### src/rtl/char_tx_uart.sv
// char_tx_uart: FIFO-buffered 8N1 UART transmitter for the character port.
// CPU stores land in a circular FIFO; a four-state serialiser pops one byte
// at a time from IDLE and shifts it out LSB first. Status flags are
// registered alongside the FIFO count so they always agree with it.
module char_tx_uart #(
  parameter int DEPTH        = 16,
  parameter int CLKS_PER_BIT = 16
) (
  input  logic       clk,
  input  logic       reset,
  input  logic       wr_en,
  input  logic [7:0] wr_data,
  output logic       tx,
  output logic       full,
  output logic       empty,
  output logic       tx_busy,
  output logic       overflow
);

  localparam int AW = $clog2(DEPTH);
  localparam int CW = AW + 1;
  localparam int BW = (CLKS_PER_BIT > 1) ? $clog2(CLKS_PER_BIT) : 1;
  localparam logic [CW-1:0] DEPTH_C   = CW'(DEPTH);
  localparam logic [BW-1:0] BAUD_LAST = BW'(CLKS_PER_BIT - 1);

  typedef enum logic [1:0] {
    S_IDLE,
    S_START,
    S_DATA,
    S_STOP
  } state_t;

  logic [7:0]    r_mem [DEPTH];
  logic [AW-1:0] r_wr_ptr;
  logic [AW-1:0] r_rd_ptr;
  logic [CW-1:0] r_count;
  logic [CW-1:0] w_count_next;
  logic          r_full;
  logic          r_empty;
  logic          r_overflow;

  state_t        r_state;
  state_t        w_state_next;
  logic [BW-1:0] r_baud;
  logic [2:0]    r_bit_idx;
  logic [7:0]    r_shift;
  logic          r_tx;
  logic          w_tx_next;

  logic          w_pop;
  logic          w_push;
  logic          w_drop;
  logic          w_baud_done;

  // A pop only happens from IDLE with data already counted, so a byte
  // written into an empty FIFO is never popped in the same cycle.
  assign w_pop       = (r_state == S_IDLE) && (r_count != '0);
  assign w_push      = wr_en && (!r_full || w_pop);
  assign w_drop      = wr_en && r_full && !w_pop;
  assign w_baud_done = (r_baud == BAUD_LAST);

  // Next FIFO occupancy from this cycle's push/pop pair.
  always_comb begin
    // NOTE: every always_comb output gets a default first so no path leaves it unassigned (no latch).
    w_count_next = r_count;
    case ({w_push, w_pop})
      2'b10:   w_count_next = r_count + CW'(1);
      2'b01:   w_count_next = r_count - CW'(1);
      default: w_count_next = r_count;
    endcase
  end

  // FIFO storage array; written only on an accepted push.
  // NOTE: the array is not reset; entries are only read behind a nonzero count.
  always_ff @(posedge clk) begin
    if (w_push) r_mem[r_wr_ptr] <= wr_data;
  end

  // FIFO pointers, count, registered flags and sticky overflow.
  always_ff @(posedge clk) begin
    // NOTE: sequential state uses non-blocking assignments so all registers update together.
    if (reset) begin
      r_wr_ptr   <= '0;
      r_rd_ptr   <= '0;
      r_count    <= '0;
      r_full     <= 1'b0;
      r_empty    <= 1'b1;
      r_overflow <= 1'b0;
    end else begin
      if (w_push) r_wr_ptr <= r_wr_ptr + AW'(1);
      if (w_pop)  r_rd_ptr <= r_rd_ptr + AW'(1);
      r_count <= w_count_next;
      r_full  <= (w_count_next == DEPTH_C);
      r_empty <= (w_count_next == '0);
      if (w_drop) r_overflow <= 1'b1;
    end
  end

  // Serialiser state register.
  always_ff @(posedge clk) begin
    if (reset) r_state <= S_IDLE;
    else       r_state <= w_state_next;
  end

  // Serialiser next-state and line level for the current state.
  always_comb begin
    w_state_next = r_state;
    w_tx_next    = 1'b1;
    case (r_state)
      S_IDLE: begin
        if (w_pop) w_state_next = S_START;
      end
      S_START: begin
        w_tx_next = 1'b0;
        if (w_baud_done) w_state_next = S_DATA;
      end
      S_DATA: begin
        w_tx_next = r_shift[0];
        if (w_baud_done && (r_bit_idx == 3'd7)) w_state_next = S_STOP;
      end
      S_STOP: begin
        if (w_baud_done) w_state_next = S_IDLE;
      end
      default: w_state_next = S_IDLE;
    endcase
  end

  // Baud counter, bit index, shift register and registered tx line.
  always_ff @(posedge clk) begin
    if (reset) begin
      r_baud    <= '0;
      r_bit_idx <= '0;
      r_shift   <= '0;
      r_tx      <= 1'b1;
    end else begin
      r_tx <= w_tx_next;
      if (r_state == S_IDLE) begin
        r_baud    <= '0;
        r_bit_idx <= '0;
        if (w_pop) r_shift <= r_mem[r_rd_ptr];
      end else if (w_baud_done) begin
        r_baud <= '0;
        if (r_state == S_DATA) begin
          r_shift   <= r_shift >> 1;
          r_bit_idx <= r_bit_idx + 3'd1;
        end
      end else begin
        r_baud <= r_baud + BW'(1);
      end
    end
  end

  assign tx       = r_tx;
  assign full     = r_full;
  assign empty    = r_empty;
  assign overflow = r_overflow;
  assign tx_busy  = (r_state != S_IDLE);

endmodule

### config.mk
export PLATFORM = sky130hd
export DESIGN_NAME = char_tx_uart
export DESIGN_NICKNAME = d
export VERILOG_FILES = /design/src/rtl/char_tx_uart.sv
export SDC_FILE = /design/constraint.sdc
export NUM_CORES = 1
export LEC_CHECK = 0
export ABC_CLOCK_PERIOD_IN_PS = 4170
export CORE_MARGIN = 8
export CORE_UTILIZATION = 30
export DETAILED_ROUTE_END_ITERATION = 10
export PLACE_DENSITY = 0.57
export SYNTH_ARGS = -nofsm -noshare
export SYNTH_HDL_FRONTEND = slang
export SYNTH_SLANG_ARGS = --single-unit
### constraint.sdc
create_clock -name clk -period 4.17 [get_ports clk]
set_clock_uncertainty 0.15 [all_clocks]
set_input_delay 1.251 -clock clk [delete_from_list [all_inputs] [get_ports clk]]
set_output_delay 1.251 -clock clk [all_outputs]
set_load 0.03 [all_outputs]
After elaboration in Yosys (flattened, before gate mapping) --
Memory sizes are Yosys's and may differ from the RTL's. A register that Yosys moved wholly into a read port is not among the register bits. Index checks and enable logic that the tools add are counted.
Storage, ports and cells: register bits 34, RAM bits 128, input bits 11, logic and storage cells 64, memories kept 1
Memory list:
- r_mem | words 16, width 8, read ports 1, clocked after memory_dff 1, write ports 1, line 33 | logic [7:0] r_mem [DEPTH];
Cells by class: $add $sub $neg 6, equality and inequality tests 12, multiplexer cells 15, reductions and logical operators 19
Operator list (count):
- $mux W8 | 4
- $add A4 B1 Y4 const B | 3
- $pmux W5 S2 | 1
- $mux W2 | 4
- $mux W4 | 2
- $ne A2 B2 Y1 const B | 4
- $pmux W2 S4 | 1
- $eq A2 B2 Y1 const B | 3
- $reduce_bool A2 Y1 | 3
- $add A5 B1 Y5 const B | 1
- $eq A5 B5 Y1 const B | 1
- $logic_and A1 B1 Y1 | 5
- $logic_not A5 Y1 | 1
- $reduce_bool A5 Y1 | 1
- $sub A5 B1 Y5 const B | 1
- $eq A2 B1 Y1 const B | 2
- $eq A4 B4 Y1 const B | 1
- $reduce_and A4 Y1 | 1
- $add A3 B1 Y3 const B | 1
- $eq A3 B3 Y1 const B | 1
- $reduce_and A3 Y1 | 1
- $reduce_or A3 Y1 | 1
- $logic_not A1 Y1 | 2
- $logic_not A2 Y1 | 1
- other kinds (5) | 6

Depth between registers and ports, before layout --
depth in word-level cells 7, mapped depth 14, depth with buffers taken out 13

Worst setup path after synthesis --
Ideal clock, no wire load.
path kind input -> register, start point input port wr_en, end point register r_empty, in the netlist empty, arrival time 3383 ps, data required time 3950 ps, setup slack 567 ps, cell stages on the path 11, buffers on the path 1, cells stage by stage a21boi_1 inv_1 ha_1 clkbuf_1 xor2_1 ha_1 o21ai_0 o22ai_1 a32oi_1 mux2i_1 a21boi_1
Between the ends: word-level cells in the longest chain between the ends 4, elaborated cells between the ends (all ways) 5, classes of those cells 2 x eq/ne; 1 x mux; 2 x reduce/logical
Ends and longest elaborated chain:
- start, declared | line 11 | input logic wr_en,
- $logic_and A1 B1 Y1 * | line 58 | assign w_push = wr_en && (!r_full || w_pop);
- $eq A2 B1 Y1 / $eq A2 B2 Y1 (equally long branches) | line 66 | case ({w_push, w_pop})
- $pmux W5 S2 * | line 66
- $logic_not A5 Y1 * | line 94 | r_empty <= (w_count_next == '0);
- end signal, assigned | line 94
- end, declared | line 39 | logic r_empty;
Mark *: on every way between the ends. The rest lies on a longest branch, timed or not. A chain may end at the register's enable or synchronous reset.

Worst setup path in the final report --
Same ends and word-level chain as after synthesis.

==> results.py <==
metrics = {
    "outcome": {
        "status": "finished, final reports clean",
    },
    "power": {
        "irDropWorstVdd_mv": 0.253,
        "leakagePower_nw": 2.64,
        "powerDensity_mw_per_mm2": 593,
        "power.total_w": 0.00472,
    },
    "timing": {
        "worst_pin_slew_ns": 0.775,
        "period_minus_slack_ns": 3.62,
        "drv_slew": 0,
        "setup_violations": 0,
        "hold_viol_final": 0,
        "finalCritPeriodShare": 0.867,
        "setup_ws_ns": 0.555,
        "fin_tns_setup_ns": 0,
        "hold_slack_ns": 0.320,
        "rsz0062_at_grt": "no",
        "slew_headroom": 0.483,
        "clock.fmax_mhz": 277,
    },
    "worst_setup_path": {
        "r2r-end": "empty",
        "cpLargestDelayFamily": "compound AO/OA/AOI/OAI gates",
        "worstSetupPathType": "primary input to flop",
        "start_kind": "primary input",
        "cp_cell_sequence": "clkdlybuf4s50_1, a21boi_1, inv_1, ha_1, xor2_1, ha_1, o21ai_0, o22ai_1, a32oi_1, mux2i_1, a21boi_1",
        "reg2reg_from": "r_count[0]",
        "critical_path_arrival_ns": 3.81,
        "crit_fanout": 11,
        "crit_buf_inv": 2,
        "rrSetupSlack_ns": 0.77,
        "end_kind": "flop",
        "slowest_delay_ns": 0.49,
        "cp-startpoint": "wr_en",
        "required_ns": 4.37,
        "cpMaxStageDelayCell": "clkdlybuf4s50_1",
        "worst_r2r_path_depth": 12,
    },
    "die": {
        "pin_count": 16,
        "die_area_mm2": 0.0279,
        "die_w_um": 167,
        "fp.dieH_um": 167,
        "std_cell_rows": 55,
        "initial_utilization": 0.304,
        "coreArea_mm2": 0.0225,
    },
    "synth": {
        "synth_top_area_cell": "edfxtp_1",
        "syn_area_mm2": 0.00684,
        "syn_inst": 402,
        "ys_warn_count": 0,
        "synth_area_leaders": "edfxtp_1 56%, dfxtp_1 11%, mux4_2 7.9%",
        "syn-num-nets": 430,
        "synth_cell_types": 46,
        "yosysSeqAreaShare": 0.673,
        "synth-edff-count": 128,
        "ys_ff_latch": 166,
        "async_reset_ff_frac": 0,
        "synth_ff_type": "edfxtp_1",
        "synth_area_per_cell_um2": 17.0,
        "synth_top_area_share": 0.562,
    },
    "placed_design": {
        "post-place-ws_ns": 0.170,
        "hpwl_um": 8590,
        "io_buffers": 15,
        "gp_congestion": 0.743,
    },
    "clock_tree": {
        "clk_pin_slew_ns": 0.06,
        "cts_setup_buffers": 0,
        "cts-root-buf": "clkbuf_16",
        "cts_resized": 0,
        "cts_htree_levels": 4,
        "cts_made_buffers": 17,
        "cts_buffer_depth": 2,
        "hold_buffers": 0,
        "clk_latency_ns": 0.41,
        "tritoncts": "yes",
        "clkSinkCount": 166,
    },
    "detailed_routing": {
        "vias": 3535,
        "drt_iter0_markers": 329,
        "viasPerCell": 4.82,
        "ant_nets": 0,
        "drcViolationCount": 0,
        "first_pass_iters": 4,
        "wl_um": 13100,
        "wl_per_cell_um": 17.9,
    },
    "grt": {
        "grt_pass1_vias": 3725,
        "grt_first_pass_wirelength_um": 21300,
        "antenna_found_initial": 0,
        "grt_max_degree": 33,
        "grtUsageTotal": 0.0999,
        "gr-total-overflow": 0,
    },
    "min_path": {
        "min_path_type": "flop to flop",
        "holdPathEnd": "r_bit_idx[2]",
        "min_from": "r_bit_idx[2]",
        "min_delay_path_depth": 2,
    },
    "job": {
        "cap_violations": 0,
    },
    "finish": {
        "multiInputGateArea_mm2": 0.00206,
        "regArea_mm2": 0.00461,
        "fillerInstances": 2075,
        "syn_to_final_growth_pct": 16.4,
        "layout.nets": 464,
        "diodes": 0,
        "final_core_util": 0.354,
        "drive_above_1_share": 0.180,
    },
}
layout by cell type, fill, tap and decap left out, types with 12 or more instances in the layout:
master	instances
dfxtp_1	36
mux4_2	24
clkdlybuf4s50_1	15
a211oi_1	15
ha_1	17
nor2_1	33
edfxtp_1	128
clkbuf_16	17
mux2i_1	15
buf_4	21
mux4_1	15
nand2_1	16
inv_1	12
logic make-up (layout without fill, tap and decap cells):
group                      Yosys count  after routing  synth area share
adders and majority gates           17             17            0.0311
DFF                                166            166             0.673
muxes                               55             55             0.160
buffers and inverters               34             81            0.0251
and+or+nand+nor                     76             76            0.0520
AOI/OAI and AO/OA                   41             41            0.0414
xor gates and xnor gates            13             13            0.0167
stage by stage:
stage                     std cells  instance area, um^2
after floorplan                 402                 6840
after global placement          702                 7380
after detailed placement        702                 7380
after CTS                       734                 7960
after global routing            734                 7960
final                           734                 7960
worst max path at each step:
stage	endpoint	slack, ns	cells after the start
after floorplan	empty	0.57	11
after global placement	empty	0.28	11
after detailed placement	empty	0.17	11
after CTS	empty	0.59	11
after global routing	empty	0.34	11
final	empty	0.55	11
per-layer routing:
layer	global-route usage	vias up	share of wire	wire, um
met1	0.124	1813	0.46	5980
met5	0	-	0	0
met2	0.162	66	0.48	6350
li1	-	1645	-	-
met3	0.0357	11	0.048	628
met4	0.0278	0	0.011	148
power by group:
part	total, W	internal, W	switching, W
Sequential	0.00203	0.00192	0.000117
Clock	0.00152	0.000885	0.000640
Combinational	0.00116	0.000515	0.000649
Total	0.00472	0.00332	0.00141
worst reg2reg max path: stages (launching register included):
cell,delay (ns)
dfxtp_1,0.38
or3_1,0.46
o21ai_1,0.22
buf_4,0.23
inv_2,0.13
ha_1,0.34
xor2_1,0.20
ha_1,0.24
o21ai_0,0.18
o22ai_1,0.11
a32oi_1,0.24
mux2i_1,0.28
a21boi_1,0.19
synth_stat cells, drive strengths merged (2+ instances only):
| cell | instances |
|---|---|
| nor2 | 33 |
| nor2b | 2 |
| xor2 | 8 |
| nor3 | 7 |
| mux2i | 15 |
| nor3b | 2 |
| edfxtp | 128 |
| nand2b | 3 |
| dfxtp | 38 |
| o21ai | 5 |
| mux4 | 39 |
| nand3 | 2 |
| a21oi | 8 |
| a211oi | 15 |
| and3 | 4 |
| xnor2 | 5 |
| clkbuf | 14 |
| buf | 7 |
| inv | 13 |
| ha | 17 |
| nand2 | 16 |
| a21boi | 2 |
| o211ai | 4 |
sequential cells by signal, indices dropped and copies added (netlist names), 2 cells and up, named ones only:
signal and flops:
r_mem 128, r_bit_idx 3, r_baud 4, r_wr_ptr 4
r_rd_ptr 4, r_shift 8, r_count 5, r_state 2
final cells by class:
class / instances / share of cell area
inverter: 13 / 0.00613
timing repair buffer: 36 / 0.0387
tap: 285 / 0.0448
multi-input combinational: 202 / 0.259
clock buffer: 18 / 0.0539
clock inverter: 14 / 0.0189
sequential: 166 / 0.579
Note: power is estimated with default switching activity, not from simulation.
==> patch 1: new RTL, same flow settings <==
Change the parameter `CLKS_PER_BIT` from 16 to 32.
--- a/src/rtl/char_tx_uart.sv
+++ b/src/rtl/char_tx_uart.sv
@@ -5,5 +5,5 @@
 module char_tx_uart #(
   parameter int DEPTH        = 16,
-  parameter int CLKS_PER_BIT = 16
+  parameter int CLKS_PER_BIT = 32
 ) (
   input  logic       clk,
Function: no difference found for any inputs over 10 cycles, from zero or initial values and one cycle with reset high; that may be too few to reach the edited logic, so the function may still have changed.
==> patch 1 against the original RTL <==
- clock power shrank 3%
- power shrank 1.2%
- area after synthesis grew 0.66%
- setup slack lost 0.091 ns
- wire length grew 2.9%
- count of clock-buffer cells in the layout grew 4
- sequential cell count grew 1
- hold slack lost 0.017 ns
- cell area grew 0.63%
- combinational power shrank 4%
- critical endpoint unchanged
- largest cell class unchanged
- highest routed layer unchanged
==> patch 1: results (changes against the original RTL) <==
| Metric | Value |
|---|---|
| Status | `complete, no violations (unchanged)` |
| Clock Path Buffers | `2 (unchanged)` |
| Synth Warn # | `0 (unchanged)` |
| Port buffer count | `15 (unchanged)` |
| LEAKAGE | `2.719 nW (was 2.636 nW)` |
| H-tree depth | `4 (unchanged)` |
| GPL Wtd Cong | `0.7727 (was 0.7428)` |
| Pin count of the biggest net entering global routing | `30 (was 33)` |
| Clock latency on the worst-skew pair | `0.43 ns (was 0.41 ns)` |
| Tot GR Track Use | `10.11% (was 9.993%)` |
| Worst slew pin tran | `0.9960 ns (was 0.7748 ns)` |
| Setup-failing EPs final | `0 (unchanged)` |
| Ant. Diodes | `0 (unchanged)` |
| Number of global-route vias before repair | `3,889 (was 3,725)` |
| CP Launch Type | `input pin (unchanged)` |
| Dpl cells | `724 (was 702)` |
| Drt first-iter violations | `282 (was 329)` |
| Asr flop ratio synth | `0% (unchanged)` |
| Number of routed nets with antenna violations | `0 (unchanged)` |
| Post-CTS setup buffers | `0 (unchanged)` |
| Post-DP HPWL | `8782 um (was 8594 um)` |
| First-pass GRT wire length | `21,780 um (was 21,270 um)` |
| Syn_nets | `454 (was 430)` |
| Sequential fraction of the synthesis area | `67.20% (was 67.35%)` |
| CTS Root Cell | `clkbuf_16 (unchanged)` |
| Global Route met1 Usage | `12.49% (was 12.41%)` |
| WL/cell | `17.84 um (was 17.86 um)` |
| Worst vdd ir | `0.3149 mV (was 0.2534 mV)` |
| Crit path arrival time | `3.87 ns (was 3.81 ns)` |
| Dpl cell area | `0.007441 mm2 (was 0.007381 mm2)` |
| Clock transition at path regs | `0.06 ns (about the same)` |
| Mean Syn Cell Area | `16.19 um2 (was 17.01 um2)` |
| CTS buffer count | `17 (unchanged)` |
| DR DRC count | `0 (unchanged)` |
| Vias per std cell | `4.858 (was 4.816)` |
| EDFF count, synth | `128 (unchanged)` |
| Met3 GRT Util | `3.080% (was 3.570%)` |
| Synth top cells by count | `edfxtp_1, nor2_1, dfxtp_1 (was edfxtp_1, dfxtp_1, nor2_1)` |
| Final Max Tran Viols | `0 (unchanged)` |
| Detailed-route wire length | `13,490 um (was 13,110 um)` |
| Final net count | `487 (was 464)` |
| Distinct cell type count after synthesis | `50 (was 46)` |
| Min-delay worst type | `register to register (unchanged)` |
| Place WS | `0.05742 ns (was 0.1703 ns)` |
| Initial antenna violation count | `0 (unchanged)` |
| Met2 Use GR | `16.91% (was 16.19%)` |
| Fraction of layout cells with a size suffix above 1 | `21.44% (was 18.04%)` |
| Crit Path Max Fanout | `11 (unchanged)` |
| Ys flop type | `edfxtp_1 (unchanged)` |
| Biggest regs | `r_mem x128, r_shift x8 (was r_mem x128, r_shift x8, r_count x5)` |
| 1st-pass router iterations | `4 (unchanged)` |
| Leading cell types by total area after synthesis | `edfxtp_1, dfxtp_1, mux4_2, ha_1, mux2i_1 (was edfxtp_1, dfxtp_1, mux4_2, mux4_1, ha_1)` |
| Post-CTS Resized | `0 (unchanged)` |
[patch 1: final timing paths]
| path | from | endpoint | slack [ns] | depth (start not counted) |
|---|---|---|---|---|
| hold reg to reg | r_baud[0]$_SDFF_PP0_ | r_baud[0]$_SDFF_PP0_ | 0.30 | 1 |
| hold / removal | r_baud[0]$_SDFF_PP0_ | r_baud[0]$_SDFF_PP0_ | 0.30 | 1 |
| setup reg to reg | r_count[0]$_SDFF_PP0_ | empty$_SDFF_PP1_ | 0.60 | 12 |
| setup / recovery | wr_en | empty$_SDFF_PP1_ | 0.46 | 11 |
[patch 1: where the power goes]
part           internal (mW)  leakage [nW]  switching [mW]
clock network          0.835         0.267           0.642
logic                  0.510         0.976           0.600
registers               1.93          1.48           0.153
total                   3.27          2.72            1.39
[patch 1: cell type report]
class / count / area, um2
well taps: 285 / 356.6
multi-input cells: 226 / 2112
inverters: 10 / 37.54
fillers: 2152 / 14560
flip-flops and latches: 167 / 4627
clock buffers: 22 / 484.2
clock inverters: 10 / 85.08
repair buffers: 36 / 307.8
[patch 1: cell families (layout without fill, tap and decap cells)]
family                   count (synthesis)  after routing  share of synthesized area (%)
adder cells (fa/ha/maj)                 18             18                          3.273
XOR/XNOR                                13             13                          1.655
multiplexers                            61             61                          15.00
AO/OA/AOI/OAI                           45             45                          4.637
buffers and inverters                   32             78                          2.109
AND/OR/NAND/NOR                         89             89                          6.127
flip-flops                             167            167                          67.20
[patch 1: metal layers]
metal | routed length (um) | vias to the layer above | share of wire [%]
met5 | 0 | - | 0
met4 | 98 | 0 | 0.73
met1 | 6028 | 1900 | 45
li1 | - | 1701 | -
met3 | 479 | 9 | 3.6
met2 | 6880 | 63 | 51
[patch 1: worst max-delay path, cell delays in order]
cell and delay, ns:
clkdlybuf4s50_1 0.47, a21boi_1 0.22, inv_1 0.09, ha_1 0.32, xor2_1 0.19, ha_1 0.22, a21oi_1 0.19, mux2i_1 0.24
xor2_1 0.22, o311ai_1 0.16, o41ai_1 0.29
==> patch 2: new RTL, same flow settings <==
Made on the original files. Re-encode `state_t` (4 states) as one-hot, 4 bits wide.
--- a/src/rtl/char_tx_uart.sv
+++ b/src/rtl/char_tx_uart.sv
@@ -24,9 +24,9 @@
   localparam logic [BW-1:0] BAUD_LAST = BW'(CLKS_PER_BIT - 1);
 
-  typedef enum logic [1:0] {
-    S_IDLE,
-    S_START,
-    S_DATA,
-    S_STOP
+  typedef enum logic [3:0] {
+    S_IDLE  = 4'b0001,
+    S_START = 4'b0010,
+    S_DATA  = 4'b0100,
+    S_STOP  = 4'b1000
   } state_t;
 
Behaviour: same outputs for any inputs over 10 cycles, from zero or initial values and one cycle with reset high; not proved beyond that.
==> patch 2 against the original RTL <==
- wire length is 1.9% higher
- power grew 0.49%
- sequential cell count is 2 higher
- setup slack gained 0.13 ns
- area after synthesis fell by 0.35%
- final cell count increased by 1.1%
- cell area is 0.31% lower
- global-route usage hardly changed
- sequential share of layout area up 0.69 points
- largest power group unchanged
==> patch 2: results (changes against the original RTL) <==
| Metric | Value |
|---|---|
| DR WL met2 | `6833 um (was 6346 um)` |
| Sequential fraction of the synthesis area | `68.17% (was 67.35%)` |
| Routed vias | `3,585 (was 3,535)` |
| Int Pwr | `3.337 mW (was 3.316 mW)` |
| GPL Wtd Cong | `0.7729 (was 0.7428)` |
| Critical hold path startpoint | `r_baud[0]$_SDFF_PP0_ (was r_bit_idx[2]$_SDFFE_PP0P_)` |
| Reg2reg path depth | `13 (was 12)` |
| Drt first-iter violations | `225 (was 329)` |
| Syn_nets | `437 (was 430)` |
| Status | `complete, no violations (unchanged)` |
| Dpl cell area | `0.007361 mm2 (was 0.007381 mm2)` |
| Met2 Use GR | `17.37% (was 16.19%)` |
| Fraction of layout cells with a size suffix above 1 | `20.79% (was 18.04%)` |
| Worst vdd ir | `0.3142 mV (was 0.2534 mV)` |
| WL met1 | `5664 um (was 5984 um)` |
| Global Route met1 Usage | `11.69% (was 12.41%)` |
| CP peak stage delay | `0.47 ns (was 0.49 ns)` |
| Pin count of the biggest net entering global routing | `30 (was 33)` |
| Final net count | `468 (was 464)` |
| Dpl cells | `711 (was 702)` |
| First-pass GRT wire length | `21,030 um (was 21,270 um)` |
| Crit Path Max Fanout | `9 (was 11)` |
| Hold path depth | `1 (was 2)` |
| Slew Limit Headroom | `47.10% (was 48.34%)` |
| Post-DP HPWL | `8699 um (was 8594 um)` |
| Number of global-route vias before repair | `3,858 (was 3,725)` |
| Synth top cells by count | `edfxtp_1, dfxtp_1, nor2_1 (unchanged)` |
| Hold Path End | `r_baud[0]$_SDFF_PP0_ (was r_bit_idx[2]$_SDFFE_PP0P_)` |
| Met3 GRT Util | `2.719% (was 3.570%)` |
[patch 2: changes by cell type after synthesis, sizes merged, moves of 7 or more]
cell	change
a211oi	-15
a221oi	+13
a21oi	+7
a22o	+7
mux4	-7
nor2	+7
[patch 2: stage by stage]
stage	utilization (%)	setup slack [ns]
global route	35.37	0.3914
floorplan	-	0.7581
CTS	35.37	0.7193
global placement	32.81	0.3461
finish	35.37	0.6853
detailed placement	32.81	0.2714
[patch 2: cell families after synthesis]
family                   after synthesis  share of synthesized area [%]
AND/OR/NAND/NOR                       90                          6.722
flip-flops                           168                          68.17
buffers and inverters                 30                          2.204
AO/OA/AOI/OAI                         51                          5.840
adder cells (fa/ha/maj)               12                          2.204
multiplexers                          48                          12.93
XOR/XNOR                              15                          1.928
[patch 2: final cells by class]
| type | count | area (um2) | area share (%) |
|---|---|---|---|
| Clock inverter | 13 | 145.1 | 1.829 |
| Clock buffer | 18 | 429.2 | 5.408 |
| Sequential cell | 168 | 4647 | 58.56 |
| Timing Repair Buffer | 35 | 312.8 | 3.942 |
| Inverter | 7 | 26.28 | 0.3311 |
| Tap cell | 285 | 356.6 | 4.494 |
| Multi-Input combinational cell | 216 | 2018 | 25.43 |
[patch 2: worst max path at each step]
stage / cells after the start / endpoint / startpoint
after floorplan: 11 / full$_SDFF_PP0_ / wr_en
after global routing: 13 / full$_SDFF_PP0_ / r_state[0]$_SDFFE_PP1P_
after global placement: 11 / full$_SDFF_PP0_ / wr_en
after CTS: 11 / full$_SDFF_PP0_ / wr_en
final: 11 / full$_SDFF_PP0_ / wr_en
after detailed placement: 11 / full$_SDFF_PP0_ / wr_en
